**src/rtl/wb_pipe_pkg.sv**
```systemverilog
// Shared types for the write-back pipeline stage: FSM state encoding and the
// payload record carried from the memory stage to register write-back.
package wb_pipe_pkg;

    localparam int WB_DATA_W = 32;
    localparam int WB_DEST_W = 4;

    // Encoding equals the number of held entries.
    typedef enum logic [1:0] {
        ST_EMPTY = 2'd0,
        ST_ONE   = 2'd1,
        ST_TWO   = 2'd2
    } wb_state_e;

    typedef struct packed {
        logic                 wb_en;
        logic                 mem_r_en;
        logic [WB_DATA_W-1:0] alu_result;
        logic [WB_DATA_W-1:0] mem_read_value;
        logic [WB_DEST_W-1:0] dest;
    } wb_payload_t;

    function automatic logic [1:0] state_occupancy(input wb_state_e s);
        logic [1:0] occ;
        case (s)
            ST_ONE:  occ = 2'd1;
            ST_TWO:  occ = 2'd2;
            default: occ = 2'd0;
        endcase
        return occ;
    endfunction

endpackage

```
**src/rtl/wb_stage_skid_reg.sv**
```systemverilog
// Write-back pipeline register built as a two-entry skid buffer: the main
// register drives the outputs, the skid register catches one payload on stall.
module wb_stage_skid_reg
    import wb_pipe_pkg::*;
#(
    parameter int DATA_W = WB_DATA_W,
    parameter int DEST_W = WB_DEST_W
) (
    input  logic              clk,
    input  logic              rst,
    input  logic              flush,
    input  logic              in_valid,
    output logic              in_ready,
    input  logic              in_wb_en,
    input  logic              in_mem_r_en,
    input  logic [DATA_W-1:0] in_alu_result,
    input  logic [DATA_W-1:0] in_mem_read_value,
    input  logic [DEST_W-1:0] in_dest,
    output logic              out_valid,
    input  logic              out_ready,
    output logic              out_wb_en,
    output logic              out_mem_r_en,
    output logic [DATA_W-1:0] out_alu_result,
    output logic [DATA_W-1:0] out_mem_read_value,
    output logic [DEST_W-1:0] out_dest,
    output logic [DATA_W-1:0] out_wb_value,
    output logic [1:0]        occupancy
);

    // Handshake: a payload moves on any rising edge where valid && ready on
    // that side. in_ready is a flop so upstream never sees out_ready through
    // this stage; flush cancels any same-cycle input transfer.
    wb_state_e   state_q, state_next;
    wb_payload_t main_q, skid_q, in_payload;
    logic        in_ready_q;
    logic        in_fire, out_fire;

    assign in_fire  = in_valid & in_ready_q & ~flush;
    assign out_fire = out_valid & out_ready;

    always_comb begin
        in_payload                = '0;
        in_payload.wb_en          = in_wb_en;
        in_payload.mem_r_en       = in_mem_r_en;
        in_payload.alu_result     = in_alu_result;
        in_payload.mem_read_value = in_mem_read_value;
        in_payload.dest           = in_dest;
    end

    always_ff @(posedge clk or negedge rst) begin
        if (!rst) begin
            state_q    <= ST_EMPTY;
            in_ready_q <= 1'b0;
        end else begin
            state_q    <= state_next;
            in_ready_q <= (state_next != ST_TWO);
        end
    end

    always_comb begin
        state_next = state_q;
        if (flush) begin
            state_next = ST_EMPTY;
        end else begin
            case (state_q)
                ST_EMPTY: if (in_fire) state_next = ST_ONE;
                ST_ONE: begin
                    if (in_fire && !out_fire)      state_next = ST_TWO;
                    else if (!in_fire && out_fire) state_next = ST_EMPTY;
                end
                ST_TWO:   if (out_fire) state_next = ST_ONE;
                default:  state_next = ST_EMPTY;
            endcase
        end
    end

    // Payload registers keep their contents on flush so the data outputs
    // simply hold while the stage reports a bubble.
    always_ff @(posedge clk or negedge rst) begin
        if (!rst) begin
            main_q <= '0;
            skid_q <= '0;
        end else if (!flush) begin
            case (state_q)
                ST_EMPTY: if (in_fire) main_q <= in_payload;
                ST_ONE: begin
                    if (in_fire && out_fire) main_q <= in_payload;
                    else if (in_fire)        skid_q <= in_payload;
                end
                ST_TWO:   if (out_fire) main_q <= skid_q;
                default: ;
            endcase
        end
    end

    always_comb begin
        out_valid          = (state_q != ST_EMPTY);
        occupancy          = state_occupancy(state_q);
        in_ready           = in_ready_q;
        out_wb_en          = main_q.wb_en & out_valid;
        out_mem_r_en       = main_q.mem_r_en & out_valid;
        out_alu_result     = main_q.alu_result;
        out_mem_read_value = main_q.mem_read_value;
        out_dest           = main_q.dest;
        out_wb_value       = main_q.mem_r_en ? main_q.mem_read_value : main_q.alu_result;
    end

endmodule
```
**config.mk**
```make
export PLATFORM = sky130hd
export DESIGN_NAME = wb_stage_skid_reg
export DESIGN_NICKNAME = d
export VERILOG_FILES = /design/src/rtl/wb_pipe_pkg.sv /design/src/rtl/wb_stage_skid_reg.sv
export SDC_FILE = /design/constraint.sdc
export NUM_CORES = 1
export LEC_CHECK = 0
export ABC_AREA = 1
export CAP_MARGIN = 20
export CORE_MARGIN = 5
export CORE_UTILIZATION = 50
export DETAILED_ROUTE_END_ITERATION = 12
export GPL_TIMING_DRIVEN = 0
export HOLD_SLACK_MARGIN = 0.02
export PLACE_DENSITY = 0.8
export SLEW_MARGIN = 20
export SYNTH_ARGS = -nofsm -noshare
export SYNTH_HDL_FRONTEND = slang
export SYNTH_SLANG_ARGS = --single-unit
export TNS_END_PERCENT = 5
```
**constraint.sdc**
```tcl
create_clock -name clk -period 3.2 [get_ports clk]
set_clock_uncertainty 0.1 [all_clocks]
set_input_delay 0.64 -clock clk [delete_from_list [all_inputs] [get_ports clk]]
set_output_delay 0.64 -clock clk [all_outputs]
set_load 0.005 [all_outputs]
```
==> load_flow_metrics.sql, run 1 <==
INSERT INTO impl_metrics (metric_group, metric, value, unit) VALUES
('placed_design', 'preCtsSetupSlack', '392', 'ps'),
('route', 'drt_first_iter_violations', '868', ''),
('floorplanning', 'fp.dieH', '133', 'um'),
('power_and_ir_drop', 'powerDensity', '612', 'nW/um^2'),
('placed_design', 'postPlaceCellArea', '9660', 'sq um'),
('sta', 'finalCriticalPeriod', '3060', 'ps'),
('status', 'status', 'finished clean', ''),
('route', 'post_drt_wl_per_cell', '17.0', 'um'),
('setup_path', 'crit_required', '2460', 'ps'),
('power_and_ir_drop', 'vdd_ir_drop_max', '0.487', 'mV'),
('layout', 'drive_gt1_share', '12.1', '%'),
('logic_synthesis', 'yosysSeqAreaShare', '47.1', '%'),
('grt', 'vias_in_the_first_global_route', '7491', ''),
('sta', 'rsz0062_at_grt', 'false', ''),
('layout', 'multi_input_comb_area', '3110', 'sq um'),
('sta', 'fmax', '326', 'MHz'),
('logic_synthesis', 'synthesis.yosys.warnings', '0', ''),
('placed_design', 'gp_congestion', '0.856', ''),
('setup_path', 'worstSetupStartpointType', 'flip-flop', ''),
('grt', 'antenna_violations_before_repair', '0', ''),
('setup_path', 'worstSetupPathType', 'reg -> out', ''),
('sta', 'finalMaxSlewViolations', '0', ''),
('layout', 'layout.nets', '1315', ''),
('placed_design', 'hpwl', '17400', 'um'),
('logic_synthesis', 'syn_area', '7590', 'sq um'),
('power_and_ir_drop', 'power_frac_comb', '27.1', '%'),
('power_and_ir_drop', 'clock_power_share', '33.4', '%'),
('floorplanning', 'core', '15000', 'sq um'),
('setup_path', 'timing.reg2reg.worst_path_depth', '6', ''),
('setup_path', 'timing.critical_path.to_type', 'primary output', ''),
('layout', 'fillers', '1249', ''),
('layout', 'antennaDiodeCount', '0', ''),
('logic_synthesis', 'yosys.cell_types.count', '15', ''),
('route', 'postRouteAntennaNets', '0', ''),
('logic_synthesis', 'synth_seq_cells', '143', ''),
('power_and_ir_drop', 'p_switching', '1790', 'uW'),
('route', 'first_pass_iters', '5', ''),
('route', 'postRouteWirelength', '24500', 'um'),
('setup_path', 'r2r_slack', '1350', 'ps'),
('sta', 'timing_hold_violations_final', '0', ''),
('layout', 'regArea', '3580', 'sq um'),
('setup_path', 'crit_fanout', '10', ''),
('power_and_ir_drop', 'power.sequential.fraction', '39.5', '%'),
('placed_design', 'port_buffers', '180', ''),
('route', 'vias_per_cell', '5.35', ''),
('grt', 'grt.total_usage', '27.6', '%'),
('layout', 'flow.area_growth_from_synthesis', '35.6', '%'),
('power_and_ir_drop', 'netSwitchingFraction', '28.4', '%'),
('sta', 'final_critical_path_setup_slack', '137', 'ps'),
('power_and_ir_drop', 'power.static_leakage', '0.00549', 'uW'),
('cts', 'quantity_of_hold_fixing_buffers_added_after_cts', '0', ''),
('cts', 'numCtsBuffers', '17', ''),
('route', 'detail_route.drc_violations', '0', ''),
('setup_path', 'cp_data_arrival_time', '2320', 'ps'),
('logic_synthesis', 'synthCells', '1040', ''),
('cts', 'cts.root.buffer_cell', 'clkbuf_16', ''),
('power_and_ir_drop', 'p_int', '4510', 'uW'),
('sta', 'period_share', '95.7', '%'),
('run', 'maxCapViolCount', '0', ''),
('setup_path', 'critical_path.reg2reg.startpoint', 'in_ready', ''),
('cts', 'tritoncts', 'done', ''),
('grt', 'grt_first_pass_wirelength', '38700', 'um'),
('logic_synthesis', 'syn_area_per_cell', '7.30', 'sq um'),
('grt', 'grt_max_degree', '84', ''),
('floorplanning', 'fp-row-count', '45', ''),
('cts', 'max-clock-path-buffers', '2', ''),
('floorplanning', 'die_outline_area', '17800', 'sq um'),
('sta', 'setup_violations', '0', ''),
('cts', 'clock-sinks', '143', ''),
('route', 'via_count', '7710', ''),
('floorplanning', 'initial_utilization', '50.5', '%'),
('setup_path', 'worstReg2RegEnd', 'skid_q[52]', ''),
('floorplanning', 'die-width', '133', 'um'),
('layout', 'finish.instance_area', '10300', 'sq um'),
('cts', 'clock_input_transition_at_the_sequential_cells_of_the_worst_setup_and_hold_paths', '60', 'ps'),
('min_path', 'worst_hold_path_type', 'in -> async', ''),
('grt', 'grt-ovfl-total', '0', ''),
('cts', 'cts_htree_levels', '4', ''),
('cts', 'worst_skew_pair.late_latency', '420', 'ps'),
('sta', 'timing_worst_slew_pin_value', '656', 'ps'),
('logic_synthesis', 'synth_nets', '1115', ''),
('floorplanning', 'io-pin-count', '181', ''),
('sta', 'timing.slew.headroom', '56.3', '%');
## cells in the final DEF (no fill, tap or decap)
cell type	netlist	routed
a21oi_1	1	1
buf_16	0	1
buf_2	35	35
buf_4	69	69
buf_6	7	7
buf_8	0	1
bufinv_16	0	3
clkbuf_1	28	30
clkbuf_16	0	17
clkbuf_2	0	2
clkbuf_8	0	7
clkdlybuf4s50_1	0	179
clkinv_2	0	1
dfrtp_1	143	143
inv_1	7	7
inv_2	2	2
nand2_1	527	527
nand2_2	2	2
nand3_1	211	211
nand3_2	1	1
nor2_1	4	4
nor2_2	1	1
nor2_4	2	2
## sequential cells by signal (all words and copies together) (netlist names)
| signal | cells |
|---|---|
| in_ready | 1 |
| main_q | 2 |
| out_alu_result | 32 |
| out_dest | 4 |
| out_mem_read_value | 32 |
| skid_q | 70 |
| state_q | 2 |
## layout make-up
type | count | area share (%)
clock inverter | 4 | 0.923
clock buffer | 28 | 5.21
buffer | 139 | 8.54
multi-input combinational | 749 | 30.2
timing repair buffer | 181 | 17.8
tap | 188 | 2.28
sequential | 143 | 34.7
inverter | 9 | 0.328
## cell usage after synthesis, drive strengths merged
cell type  number  area, sq um
a21oi           1         5.00
nand3         212         1070
buf           111          772
nand2         529         1990
inv             9         33.8
dfrtp         143         3580
clkbuf         28          105
nor2            7         43.8
## critical path, cell delays in order (launching register included)
cell	delay, ps
dfrtp_1	360
clkbuf_1	220
inv_1	250
clkbuf_1	350
nand2_1	140
nand2_1	90
clkdlybuf4s50_1	500
## kinds of logic (layout without fill, tap and decap cells)
| family | Yosys count | count (layout) | share of synthesized area (%) |
|---|---|---|---|
| and+or+nand+nor | 748 | 748 | 40.8 |
| buffers and inverters | 148 | 361 | 12.0 |
| DFF | 143 | 143 | 47.1 |
| AOI/OAI and AO/OA | 1 | 1 | 0.0658 |
## worst max-delay path by stage
stage | from | end | slack (ps) | depth (start not counted)
after floorplan | main_q[68] | out_wb_value[22] | 1440 | 5
after detailed placement | main_q[68] | out_wb_value[18] | 390 | 6
after CTS | main_q[68] | out_wb_value[11] | 10 | 5
after global routing | main_q[68] | out_wb_value[29] | 20 | 6
final | main_q[68] | out_wb_value[29] | 140 | 6
after global placement | rst | skid_q[33] | -4460 | 1
## power by group through the flow
stage	combinational, uW	clock [uW]	sequential (uW)
2_1_floorplan	846	0	2400
3_3_place_gp	1660	0	2480
3_5_place_dp	1700	0	2490
4_1_cts	1720	2120	2480
5_1_grt	1880	2200	2520
6_report	1710	2110	2490
## per-stage QoR
step / setup TNS [ps] / power [uW] / utilization, % / instances / hold WS, ps
2_1_floorplan: 0 / 3250 / - / 1040 / 244
3_3_place_gp: -636990 / 4150 / 64.1 / 1408 / 354
3_5_place_dp: 0 / 4200 / 64.3 / 1409 / 359
4_1_cts: 0 / 6310 / 68.5 / 1441 / 135
5_1_grt: 0 / 6610 / 68.5 / 1441 / 162
6_report: 0 / 6300 / 68.5 / 1441 / 112
## what timing repair did
| action | CTS | global route |
|---|---|---|
| resized for setup | 1 | 2 |
| setup endpoints to repair | 5 | 1 |
| setup buffers | 0 | 0 |
## routing by layer
| metal | wire length, um | up-vias | part of all wire [%] | track usage (%) |
|---|---|---|---|---|
| met2 | 11300 | 384 | 46 | 44.1 |
| met1 | 10400 | 3650 | 42 | 36.3 |
| met4 | 648 | 0 | 2.6 | 9.94 |
| met3 | 2150 | 53 | 8.8 | 7.29 |
| met5 | 0 | - | 0 | 0 |
| li1 | - | 3623 | - | - |
Note: power is estimated with default switching activity, not from simulation.
==> inputs of run 2 (changes only) <==
SLEW_MARGIN = 10   (was 20)
==> results of run 2 <==
No change in the layout: final DEF, timing and power equal those of run 1.
